`src/rtl/mc_control_unit.sv`:
```
// Multicycle MIPS-subset control FSM: sequences fetch/decode/execute/memory/writeback and traps faults.
// Outputs are registered Moore decodes of the current state; opcode/funct/overflow affect the next state only.
// No handshake: advances one state every clock, reset has priority over every transition.
module mc_control_unit (
  input  logic       clk,
  input  logic       reset,
  input  logic [5:0] opcode,
  input  logic [5:0] funct,
  input  logic       overflow,
  input  logic       zero,
  output logic       pcWrite,
  output logic       pcWriteCond,
  output logic       iorD,
  output logic       memRead,
  output logic       memWrite,
  output logic       irWrite,
  output logic       abWrite,
  output logic       aluOutWrite,
  output logic       mdrWrite,
  output logic       regWrite,
  output logic       regDst,
  output logic       memToReg,
  output logic       aluSrcA,
  output logic [2:0] aluSrcB,
  output logic [2:0] aluOp,
  output logic [1:0] pcSource,
  output logic       trap,
  output logic [4:0] state
);

  typedef enum logic [4:0] {
    S_RESET      = 5'd0,
    S_FETCH      = 5'd1,
    S_FETCH_WAIT = 5'd2,
    S_DECODE     = 5'd3,
    S_EXEC_R     = 5'd4,
    S_WB_R       = 5'd5,
    S_EXEC_ADDI  = 5'd6,
    S_WB_ADDI    = 5'd7,
    S_ADDR       = 5'd8,
    S_MEM_READ   = 5'd9,
    S_MEM_WAIT   = 5'd10,
    S_WB_LW      = 5'd11,
    S_MEM_WRITE  = 5'd12,
    S_BRANCH     = 5'd13,
    S_JUMP       = 5'd14,
    S_TRAP       = 5'd15
  } state_t;

  typedef struct packed {
    logic       pc_write;
    logic       pc_write_cond;
    logic       ior_d;
    logic       mem_read;
    logic       mem_write;
    logic       ir_write;
    logic       ab_write;
    logic       alu_out_write;
    logic       mdr_write;
    logic       reg_write;
    logic       reg_dst;
    logic       mem_to_reg;
    logic       alu_src_a;
    logic [2:0] alu_src_b;
    logic [2:0] alu_op;
    logic [1:0] pc_source;
    logic       trap;
  } ctl_t;

  state_t st;
  state_t nxt;
  ctl_t   ctl;

  // The zero flag gates pcWriteCond inside the datapath; the FSM never needs it.
  logic unused_zero;
  assign unused_zero = zero;

  logic rtype_ok;
  assign rtype_ok = (funct == 6'h20) || (funct == 6'h22) || (funct == 6'h24);

  // Control word for a state; funct only matters for the R-type ALU operation.
  function automatic ctl_t decode(input state_t s, input logic [5:0] fn);
    ctl_t c;
    c = '0;
    case (s)
      S_FETCH: begin
        c.mem_read = 1'b1; c.alu_src_b = 3'b010; c.alu_op = 3'b001;
      end
      S_FETCH_WAIT: begin
        c.mem_read = 1'b1; c.ir_write = 1'b1; c.pc_write = 1'b1;
        c.alu_src_b = 3'b010; c.alu_op = 3'b001;
      end
      S_DECODE: begin
        c.ab_write = 1'b1; c.alu_out_write = 1'b1; c.alu_src_b = 3'b100; c.alu_op = 3'b001;
      end
      S_EXEC_R: begin
        c.alu_src_a = 1'b1; c.alu_out_write = 1'b1;
        c.alu_op = (fn == 6'h22) ? 3'b010 : (fn == 6'h24) ? 3'b011 : 3'b001;
      end
      S_WB_R:    begin c.reg_write = 1'b1; c.reg_dst = 1'b1; end
      S_EXEC_ADDI, S_ADDR: begin
        c.alu_src_a = 1'b1; c.alu_src_b = 3'b011; c.alu_op = 3'b001; c.alu_out_write = 1'b1;
      end
      S_WB_ADDI:   c.reg_write = 1'b1;
      S_MEM_READ:  begin c.mem_read = 1'b1; c.ior_d = 1'b1; end
      S_MEM_WAIT:  begin c.mem_read = 1'b1; c.ior_d = 1'b1; c.mdr_write = 1'b1; end
      S_WB_LW:     begin c.reg_write = 1'b1; c.mem_to_reg = 1'b1; end
      S_MEM_WRITE: begin c.mem_write = 1'b1; c.ior_d = 1'b1; end
      S_BRANCH: begin
        c.alu_src_a = 1'b1; c.alu_op = 3'b010; c.pc_write_cond = 1'b1; c.pc_source = 2'b01;
      end
      S_JUMP:    begin c.pc_write = 1'b1; c.pc_source = 2'b10; end
      S_TRAP:    c.trap = 1'b1;
      default:   c = '0;
    endcase
    return c;
  endfunction

  // Next-state selection; overflow only counts in add/sub and addi execute.
  always_comb begin
    nxt = st;
    case (st)
      S_RESET:      nxt = S_FETCH;
      S_FETCH:      nxt = S_FETCH_WAIT;
      S_FETCH_WAIT: nxt = S_DECODE;
      S_DECODE: begin
        case (opcode)
          6'h00:        nxt = rtype_ok ? S_EXEC_R : S_TRAP;
          6'h08:        nxt = S_EXEC_ADDI;
          6'h23, 6'h2B: nxt = S_ADDR;
          6'h04:        nxt = S_BRANCH;
          6'h02:        nxt = S_JUMP;
          default:      nxt = S_TRAP;
        endcase
      end
      S_EXEC_R:     nxt = (overflow && (funct != 6'h24)) ? S_TRAP : S_WB_R;
      S_WB_R:       nxt = S_FETCH;
      S_EXEC_ADDI:  nxt = overflow ? S_TRAP : S_WB_ADDI;
      S_WB_ADDI:    nxt = S_FETCH;
      S_ADDR:       nxt = (opcode == 6'h2B) ? S_MEM_WRITE : S_MEM_READ;
      S_MEM_READ:   nxt = S_MEM_WAIT;
      S_MEM_WAIT:   nxt = S_WB_LW;
      S_WB_LW:      nxt = S_FETCH;
      S_MEM_WRITE:  nxt = S_FETCH;
      S_BRANCH:     nxt = S_FETCH;
      S_JUMP:       nxt = S_FETCH;
      S_TRAP:       nxt = S_TRAP;
      default:      nxt = S_TRAP;
    endcase
  end

  // State and its control word registered together so outputs never see input glitches.
  always_ff @(posedge clk) begin
    if (reset) begin
      st  <= S_RESET;
      ctl <= '0;
    end else begin
      st  <= nxt;
      ctl <= decode(nxt, funct);
    end
  end

  assign pcWrite     = ctl.pc_write;
  assign pcWriteCond = ctl.pc_write_cond;
  assign iorD        = ctl.ior_d;
  assign memRead     = ctl.mem_read;
  assign memWrite    = ctl.mem_write;
  assign irWrite     = ctl.ir_write;
  assign abWrite     = ctl.ab_write;
  assign aluOutWrite = ctl.alu_out_write;
  assign mdrWrite    = ctl.mdr_write;
  assign regWrite    = ctl.reg_write;
  assign regDst      = ctl.reg_dst;
  assign memToReg    = ctl.mem_to_reg;
  assign aluSrcA     = ctl.alu_src_a;
  assign aluSrcB     = ctl.alu_src_b;
  assign aluOp       = ctl.alu_op;
  assign pcSource    = ctl.pc_source;
  assign trap        = ctl.trap;
  assign state       = st;

endmodule

```
`config.mk`:
```
export PLATFORM = sky130hd
export DESIGN_NAME = mc_control_unit
export DESIGN_NICKNAME = d
export VERILOG_FILES = /design/src/rtl/mc_control_unit.sv
export SDC_FILE = /design/constraint.sdc
export NUM_CORES = 1
export LEC_CHECK = 0
export CORE_MARGIN = 5
export CORE_UTILIZATION = 47
export CTS_CLUSTER_SIZE = 30
export DETAILED_ROUTE_END_ITERATION = 16
export GPL_ROUTABILITY_DRIVEN = 0
export PLACE_DENSITY_LB_ADDON = 0.05
export SYNTH_ARGS = -nofsm -noshare
export SYNTH_HDL_FRONTEND = slang
export SYNTH_SLANG_ARGS = --single-unit
```
`constraint.sdc`:
```
create_clock -name clk -period 7.33 [get_ports clk]
set_input_delay 1.466 -clock clk [delete_from_list [all_inputs] [get_ports clk]]
set_output_delay 1.466 -clock clk [all_outputs]
set_load 0.01 [all_outputs]
```
==> results_dict.tcl, run 1 <==
set metrics [dict create \
    outcome "finished clean" \
    synthCells 137 \
    syn2layout_area_growth_pct 32.88 \
    power_frac_seq_pct 38.8 \
    dp.cells 195 \
    grt_pass1_vias 995 \
    clk_latency_ns 0.31 \
    layout_commonest_cell "clkdlybuf4s50_1" \
    start_util_pct 48.37 \
    clkPwrFrac_pct 13.2 \
    period_share_pct 56.57 \
    final_cells 199 \
    slew_viol_final 0 \
    portBuffers 39 \
    insertedDiodeCount 0 \
    yosys-top-cells-area "dfxtp_1 (39%), nand2_1 (3.8%), nor2_1 (3.5%), a21oi_1 (3.4%), buf_4 (3.2%)" \
    critPathRequiredTime_ns 7.52 \
    seq_area_frac_synth_pct 38.78 \
    cts-root-buf "clkbuf_4" \
    path_class "in2reg" \
    yosysUniqueCellTypes 47 \
    routedWlPerCell_um 13.95 \
    grt_usage_pct 16.04 \
    yosysWarnings 0 \
    peakVddDrop_mv 0.2357 \
    internal_power_w 0.0002653 \
    netlist.area_leader.share_pct 38.78 \
    worst-path-max-fanout 13 \
    cp.arrival_ns 4.34 \
    fin_crit_ns 4.147 \
    final_nets 186 \
    max-cap-violations 0 \
    ys_async_sr_fraction_pct 0 \
    netlist_area_mm2 0.001187 \
    core_area_mm2 0.002455 \
    antenna_left 0 \
    io-pin-count 43 \
    drt-pass1-iter-count 5 \
    hpwlAfterDp_mm 2.058 \
    yosys.area_share.adder_pct 0 \
    setup_viol 0 \
    mostFrequentLayoutCells "clkdlybuf4s50_1 (39), dfxtp_1 (23), nand2_1 (12), nor2_1 (11), a21oi_1 (8)" \
    grt_start_max_net_pins 23 \
    setup.worst_path.end_class "flip-flop" \
    synth_top_family_by_area "simple AND/OR/NAND/NOR gates" \
    antenna_found_initial 0 \
    cellPowerDensity_mw_per_mm2 272.4 \
    num_vias 1153 \
    hp-class "reg2reg" \
    skew_ns 0.002462 \
    total_power_w 0.0004298 \
    clkTransAtPathRegs_ns 0.11 \
    dieArea_mm2 0.003631 \
    p_comb_share_pct 48.0 \
    synth-main-ff-cell "dfxtp_1" \
    rows 18 \
    syn_avg_cell_area_um2 8.667 \
    layout-drive-gt1-share_pct 7.101 \
    vias_per_cell 5.794 \
    hold_ws_ns 0.9822 \
    cts_setup_buffers 0 \
    synth-edff-count 0 \
    fmax_ghz 0.2412 \
    fill_cells 224 \
    relSlewSlack_pct 31.79 \
    synthSimpleGateAreaFrac_pct 31.09 \
    cts_resized 0 \
    fin_setup_tns_ns 0 \
    dpl_cell_area_mm2 0.001551 \
    die_x_um 60.26 \
    rsz0062_at_grt "no" \
    total_leakage_power_nw 0.5259 \
    cts_inserted_buffers 3 \
    grt-ovfl-total 0 \
    drt-total-wl_mm 2.777 \
    start_kind "input pin" \
    synth_xor_area_share_pct 2.950 \
    drtIter0Drc 31 \
    postCtsHoldBufs 0 \
    clock-sinks 23 \
    die_h_um 60.26 \
    grt_pass1_wl_mm 4.340 \
    swShare_pct 38.28 \
    cts_tree "built" \
    htreeDepth 1 \
    route.detailed.drc 0 \
    p_switching_w 0.0001645 \
    final_cell_area_mm2 0.001578 \
    cts_max_path_buffers 2 \
    synth_compound_area_share_pct 19.60 \
    synth_top_cell_by_area "dfxtp_1" \
    synthMuxAreaShare_pct 0 \
    finalHoldViolCount 0 \
    max_slew.worst_pin.slew_ns 1.023 \
    ys_seq_elements 23 \
]
[cell usage after synthesis (all sizes together), types with 2 or more instances]
cell / count
nand3: 4
a31oi: 2
or4: 3
nand2: 12
a211oi: 2
clkbuf: 4
o41ai: 2
nand2b: 5
buf: 10
a211o: 2
nor2: 11
nor3: 8
nor4b: 4
a21oi: 8
nand4b: 3
o21ai: 3
nor4: 2
xnor2: 3
nor3b: 2
dfxtp: 23
nand4: 3
or3: 2
[state kept, by name, indices dropped and copies added, names as in the netlist]
| name | flops |
|---|---|
| state | 4 |
| aluSrcB | 3 |
| aluOp | 2 |
| pcSource | 2 |
| aluOutWrite | 1 |
| aluSrcA | 1 |
| iorD | 1 |
| irWrite | 1 |
| mdrWrite | 1 |
| memRead | 1 |
| memToReg | 1 |
| memWrite | 1 |
| pcWrite | 1 |
| regDst | 1 |
| regWrite | 1 |
| trap | 1 |
[power groups by stage]
stage	combinational, W	clock [W]	sequential, W
finish	0.000206	0.0000566	0.000167
global route	0.000224	0.0000637	0.000170
CTS	0.000206	0.0000580	0.000167
detailed placement	0.000205	0	0.000170
global placement	0.000201	0	0.000168
floorplan	0.000129	0	0.000171
[path summary, 6_finish.rpt]
| kind | start | depth (start not counted) | slack, ns | to |
|---|---|---|---|---|
| setup reg to reg | state[1]$_SDFF_PP0_ | 6 | 4.82 | aluSrcB[1]$_SDFF_PP0_ |
| setup / recovery | opcode[1] | 7 | 3.18 | aluSrcB[1]$_SDFF_PP0_ |
| hold reg to reg | state[2]$_SDFF_PP0_ | 4 | 0.98 | irWrite$_SDFF_PP0_ |
| hold / removal | state[2]$_SDFF_PP0_ | 4 | 0.98 | irWrite$_SDFF_PP0_ |
[layer usage]
layer  wire length, µm  track usage, %
met5                 0               0
met3               152           2.160
met1              1150           18.25
met4                76           9.810
met2              1397           27.93
[worst max-delay path, cell delays in order]
cell and delay, ns:
clkdlybuf4s50_1 0.54, or4_1 0.51, a31oi_1 0.23, o41ai_1 0.15, a21oi_1 0.83, nand2_1 0.22
o311ai_0 0.38
[logic make-up after synthesis]
| kind of cell | Yosys count |
|---|---|
| and+or+nand+nor | 63 |
| AOI/OAI and AO/OA | 31 |
| DFF | 23 |
| buffers and inverters | 15 |
| xor gates and xnor gates | 4 |
| other | 1 |
[final cells by class]
cell class | instances | area [µm²] | area share, %
clock buffer | 4 | 26.28 | 1.665
timing repair buffer | 41 | 405.4 | 25.69
inverter | 1 | 3.754 | 0.2379
multi-input combinational | 100 | 644.4 | 40.84
tap | 30 | 37.54 | 2.379
sequential | 23 | 460.4 | 29.18
[metrics by stage]
stage / setup WS (ns) / utilization, %
global placement: 3.047 / 63.20
CTS: 3.236 / 64.27
global route: 2.884 / 64.27
detailed placement: 2.905 / 63.20
floorplan: 4.010 / -
finish: 3.183 / 64.27
No activity file was read; power rests on OpenSTA's default activity.
==> run 2, diff against run 1 <==
--- a/config.mk
+++ b/config.mk
@@ -6,7 +6,7 @@
 export NUM_CORES = 1
 export LEC_CHECK = 0
 export CORE_MARGIN = 5
-export CORE_UTILIZATION = 47
+export CORE_UTILIZATION = 44
 export CTS_CLUSTER_SIZE = 30
 export DETAILED_ROUTE_END_ITERATION = 16
 export GPL_ROUTABILITY_DRIVEN = 0
==> constraint.sdc (replaced) <==
create_clock -name clk -period 3.95 [get_ports clk]
set_input_delay 0.79 -clock clk [delete_from_list [all_inputs] [get_ports clk]]
set_output_delay 0.79 -clock clk [all_outputs]
set_load 0.01 [all_outputs]
==> results_dict.tcl, run 2 (synthesis results as in run 1) <==
set metrics [dict create \
    outcome "finished clean" \
    final_nets 187 \
    cellPowerDensity_mw_per_mm2 508.0 \
    cts_inserted_buffers 3 \
    total_leakage_power_nw 0.5336 \
    hp-class "reg2reg" \
    fin_setup_tns_ns 0 \
    crit_chain "clkdlybuf4s50_1 > nor4bb_1 > a211oi_1 > a221oi_2 > nand2b_1 > nor4b_1 > a31o_2" \
    routedWlPerCell_um 13.96 \
    core_area_mm2 0.002522 \
    holdPathEnd "pcSource[1]$_SDFF_PP0_" \
    grt-ovfl-total 0 \
    hpwlAfterDp_mm 2.038 \
    rr_worst_depth 5 \
    finalHoldViolCount 0 \
    hp-start "state[0]$_SDFF_PP0_" \
    route.detailed.drc 0 \
    drt-pass1-iter-count 4 \
    antenna_left 0 \
    r2r-start "state[2]$_SDFF_PP0_" \
    setup.worst_path.end_class "flip-flop" \
    start_kind "input pin" \
    rsz0062_at_grt "no" \
    reg2reg_to "iorD$_SDFF_PP0_" \
    largest_reg_flops 4 \
    grt_usage_pct 15.55 \
    setup_ws_ns 0.9153 \
    syn2layout_area_growth_pct 33.61 \
    final-seq-area_um2 460.4 \
    die_h_um 61.95 \
    mostFrequentLayoutCells "clkdlybuf4s50_1 (39), dfxtp_1 (23), nand2_1 (12), nor2_1 (11), a21oi_1 (8)" \
    drtIter0Drc 18 \
    clk_latency_ns 0.31 \
    start_util_pct 47.07 \
    die_x_um 61.95 \
    fill_cells 237 \
    num_vias 1149 \
    whs_path_depth 5 \
    fmax_ghz 0.3295 \
    cts_resized 0 \
    path_class "in2reg" \
    antenna_found_initial 0 \
    cpMaxStageDelayCell "clkdlybuf4s50_1" \
    cp.arrival_ns 3.30 \
    grt_pass1_wl_mm 4.498 \
    worst-path-max-fanout 9 \
    fin_crit_ns 3.035 \
    skew_ns 0.003531 \
    grt_start_max_net_pins 23 \
    portBuffers 39 \
    drt-total-wl_mm 2.792 \
    dpl_cell_area_mm2 0.001559 \
    dieArea_mm2 0.003838 \
    r2r_slack_ns 1.66 \
    max_slew.worst_pin.slew_ns 0.6111 \
    pre_cts_ws_ns 0.6120 \
    rows 18 \
    slew_viol_final 0 \
    cts_setup_buffers 0 \
    insertedDiodeCount 0 \
    clkTransAtPathRegs_ns 0.12 \
    vias_per_cell 5.745 \
    grt_pass1_vias 1045 \
    max-cap-violations 0 \
    cpPeakStageDelay_ns 0.61 \
    htreeDepth 1 \
    cts_tree "built" \
    layout_commonest_cell "clkdlybuf4s50_1" \
    clock-sinks 23 \
    cts-root-buf "clkbuf_4" \
    setup_viol 0 \
    multi_input_area_um2 644.4 \
    relSlewSlack_pct 59.26 \
    peakVddDrop_mv 0.3666 \
    final_cell_area_mm2 0.001587 \
    critPathRequiredTime_ns 4.22 \
    cts_max_path_buffers 2 \
    period_share_pct 76.83 \
    io-pin-count 43 \
    postCtsHoldBufs 0 \
    layout-drive-gt1-share_pct 8.235 \
]
-- run 2: cell type report --
class / instances / share of cell area [%]
timing repair buffer: 42 / 26.03
multi-input combinational: 100 / 40.62
tap: 30 / 2.366
clock buffer: 3 / 1.420
clock inverter: 1 / 0.3155
inverter: 1 / 0.2366
sequential: 23 / 29.02
-- run 2: critical path: cells and delay by family --
kind                   cells  cell delay [ns]
AND/OR/NAND/NOR            3             1.07
buffers and inverters      1             0.61
AO/OA/AOI/OAI              3             0.82
-- run 2: how the worst max path moves through the flow --
stage,from,endpoint,slack (ns)
after floorplan,funct[0],aluSrcA$_SDFF_PP0_,1.31
after CTS,opcode[1],iorD$_SDFF_PP0_,0.92
after global routing,opcode[1],iorD$_SDFF_PP0_,0.70
final,opcode[1],iorD$_SDFF_PP0_,0.92
after detailed placement,opcode[1],iorD$_SDFF_PP0_,0.61
after global placement,opcode[1],aluSrcB[1]$_SDFF_PP0_,0.66
-- run 2: layer usage --
metal	track usage, %	part of all wire, %
met1	20.91	44
met2	24.41	45
met3	5.165	11
met4	3.030	0.54
met5	0	0
-- run 2: where the power goes --
group          total (W)  leakage, nW  switching (W)  internal (W)
combinational   0.000391        0.328       0.000207      0.000184
clock           0.000108       0.0177      0.0000696     0.0000379
sequential      0.000307        0.188      0.0000321      0.000275
-- run 2: through the flow --
step	instances	hold slack [ns]	util [%]	power (W)
finish	200	1.032	62.90	0.0008060
detailed placement	196	1.005	61.81	0.0007016
CTS	200	1.030	62.90	0.0008088
global route	200	1.136	62.90	0.0008670
floorplan	138	0.8450	-	0.0005569
global placement	196	0.9952	61.81	0.0006960
==> run 3, diff against run 2 <==
--- a/config.mk
+++ b/config.mk
@@ -6,7 +6,7 @@
 export NUM_CORES = 1
 export LEC_CHECK = 0
 export CORE_MARGIN = 5
-export CORE_UTILIZATION = 44
+export CORE_UTILIZATION = 39
 export CTS_CLUSTER_SIZE = 30
 export DETAILED_ROUTE_END_ITERATION = 16
 export GPL_ROUTABILITY_DRIVEN = 0
==> constraint.sdc (replaced) <==
create_clock -name clk -period 2.5 [get_ports clk]
set_input_delay 0.5 -clock clk [delete_from_list [all_inputs] [get_ports clk]]
set_output_delay 0.5 -clock clk [all_outputs]
set_load 0.01 [all_outputs]
==> results_dict.tcl, run 3 (synthesis results as in run 1) <==
set metrics [dict create \
    outcome "finished clean" \
    drtIter0Drc 72 \
    setup_viol 0 \
    cts_tree "built" \
    antenna_found_initial 0 \
    cellPowerDensity_mw_per_mm2 767.1 \
    max-cap-violations 0 \
    cp-startpoint "opcode[5]" \
    slew_viol_final 0 \
    largest_reg_flops 4 \
    cts_inserted_buffers 3 \
    core_area_mm2 0.002978 \
    grt_pass1_vias 1302 \
    clock-sinks 23 \
    cp.arrival_ns 2.72 \
    num_vias 1282 \
    grt_start_max_net_pins 15 \
    dieArea_mm2 0.004248 \
    hp-class "in2reg" \
    critPathRequiredTime_ns 2.75 \
    fin_crit_ns 2.467 \
    htreeDepth 1 \
    mostFrequentLayoutCells "clkdlybuf4s50_1 (35), buf_4 (33), dfxtp_1 (23), nand2_1 (12), nor2_1 (11)" \
    dpl_cell_area_mm2 0.001780 \
    final_cell_area_mm2 0.001949 \
    skew_ns 0.01323 \
    path_class "in2reg" \
    start_kind "input pin" \
    layout-drive-gt1-share_pct 28.08 \
    grt_usage_pct 16.19 \
    cts-root-buf "clkbuf_4" \
    fmax_ghz 0.4053 \
    portBuffers 39 \
    cpPeakStageDelay_ns 0.52 \
    finalHoldViolCount 0 \
    insertedDiodeCount 0 \
    period_share_pct 98.69 \
    rsz0062_at_grt "yes" \
    antenna_left 0 \
    vias_per_cell 5.432 \
    syn2layout_area_growth_pct 64.17 \
    cpMaxStageDelayCell "or4_1" \
    drt-pass1-iter-count 4 \
    final_nets 220 \
    start_util_pct 39.87 \
    die_x_um 65.18 \
    critPathCapture "aluSrcA$_SDFF_PP0_" \
    layout_commonest_cell "clkdlybuf4s50_1" \
    route.detailed.drc 0 \
    setup.worst_path.end_class "flip-flop" \
    rr_worst_depth 7 \
    io-pin-count 43 \
    hpwlAfterDp_mm 2.491 \
    clkTransAtPathRegs_ns 0.13 \
    die_h_um 65.18 \
    cts_max_path_buffers 2 \
    r2r_slack_ns 0.33 \
    rows 20 \
    crit_chain "clkdlybuf4s50_1 > or3_1 > o41ai_1 > a21oi_1 > buf_4 > or4_1 > a31oi_1" \
    drt-total-wl_mm 3.334 \
    r2r-start "state[0]$_SDFF_PP0_" \
    peakVddDrop_mv 0.3835 \
    hold_ws_ns 0.6599 \
    worst-path-max-fanout 8 \
    reg2reg_to "aluSrcA$_SDFF_PP0_" \
    total_leakage_power_nw 0.7468 \
    routedWlPerCell_um 14.13 \
    grt_pass1_wl_mm 5.589 \
    grt-ovfl-total 0 \
    clk_latency_ns 0.31 \
    fin_setup_tns_ns 0 \
]
-- run 3: changes by cell type in the layout (fill, tap and decap cells not counted), moves of 2 or more --
cell | before | now
nor4b_4 | 0 | 2
clkdlybuf4s50_1 | 39 | 35
dlymetal6s2s_1 | 0 | 2
buf_4 | 3 | 33
dlygate4sd2_1 | 0 | 2
buf_6 | 0 | 3
nor4b_1 | 3 | 1
-- run 3: power breakdown --
part	leakage (nW)	switching, W	internal [W]
Clock	0.0177	0.000108	0.0000596
Combinational	0.541	0.000397	0.000452
Sequential	0.188	0.0000448	0.000434
-- run 3: worst min path at each step --
stage / start / to / slack, ns / cells after the start
2_1_floorplan: reset / pcWrite$_SDFF_PP0_ / 0.68 / 2
3_3_place_gp: state[3]$_SDFF_PP0_ / mdrWrite$_SDFF_PP0_ / 0.95 / 4
3_5_place_dp: state[2]$_SDFF_PP0_ / mdrWrite$_SDFF_PP0_ / 0.98 / 3
4_1_cts: funct[4] / aluOp[1]$_SDFF_PP0_ / 0.75 / 5
5_1_grt: funct[0] / aluOp[1]$_SDFF_PP0_ / 0.65 / 5
6_report: funct[0] / aluOp[1]$_SDFF_PP0_ / 0.66 / 5
-- run 3: per-stage QoR --
stage / instances / power [W] / util, % / setup slack (ns)
floorplan: 138 / 0.0008798 / - / 0.1457
global placement: 228 / 0.001236 / 59.79 / -0.3510
detailed placement: 228 / 0.001251 / 59.79 / -0.4605
CTS: 233 / 0.001459 / 62.35 / -0.001864
global route: 236 / 0.001605 / 65.46 / -0.01562
finish: 236 / 0.001495 / 65.46 / 0.03280
-- run 3: timing repair --
action / 4_1_cts / 5_1_grt
buffers inserted: 1 / 3
pin swaps: 9 / 11
resized for setup: 10 / 12
endpoints found under the setup margin: 7 / 8
hold buffers: 0 / 0
-- run 3: critical path, delay by kind of cell --
family	cells	cell delay [ns]
buf+inv	2	0.61
simple gates	2	0.98
compound gates	3	0.63
-- run 3: area by class of cell --
cell class	count	area [µm²]
Fill cell	246	1028
Multi-Input combinational cell	100	742.0
Timing Repair Buffer	75	674.4
Sequential cell	23	460.4
Tap cell	33	41.29
Clock buffer	3	22.52
Clock inverter	1	5.005
Inverter	1	3.754
-- run 3: routing by layer --
layer / up-vias / track usage (%) / wire length (µm)
met2: 32 / 30.21 / 1789
met4: 0 / 6.736 / 42
met1: 608 / 18.10 / 1356
met3: 4 / 2.393 / 145
li1: 638 / - / -
met5: - / 0 / 0
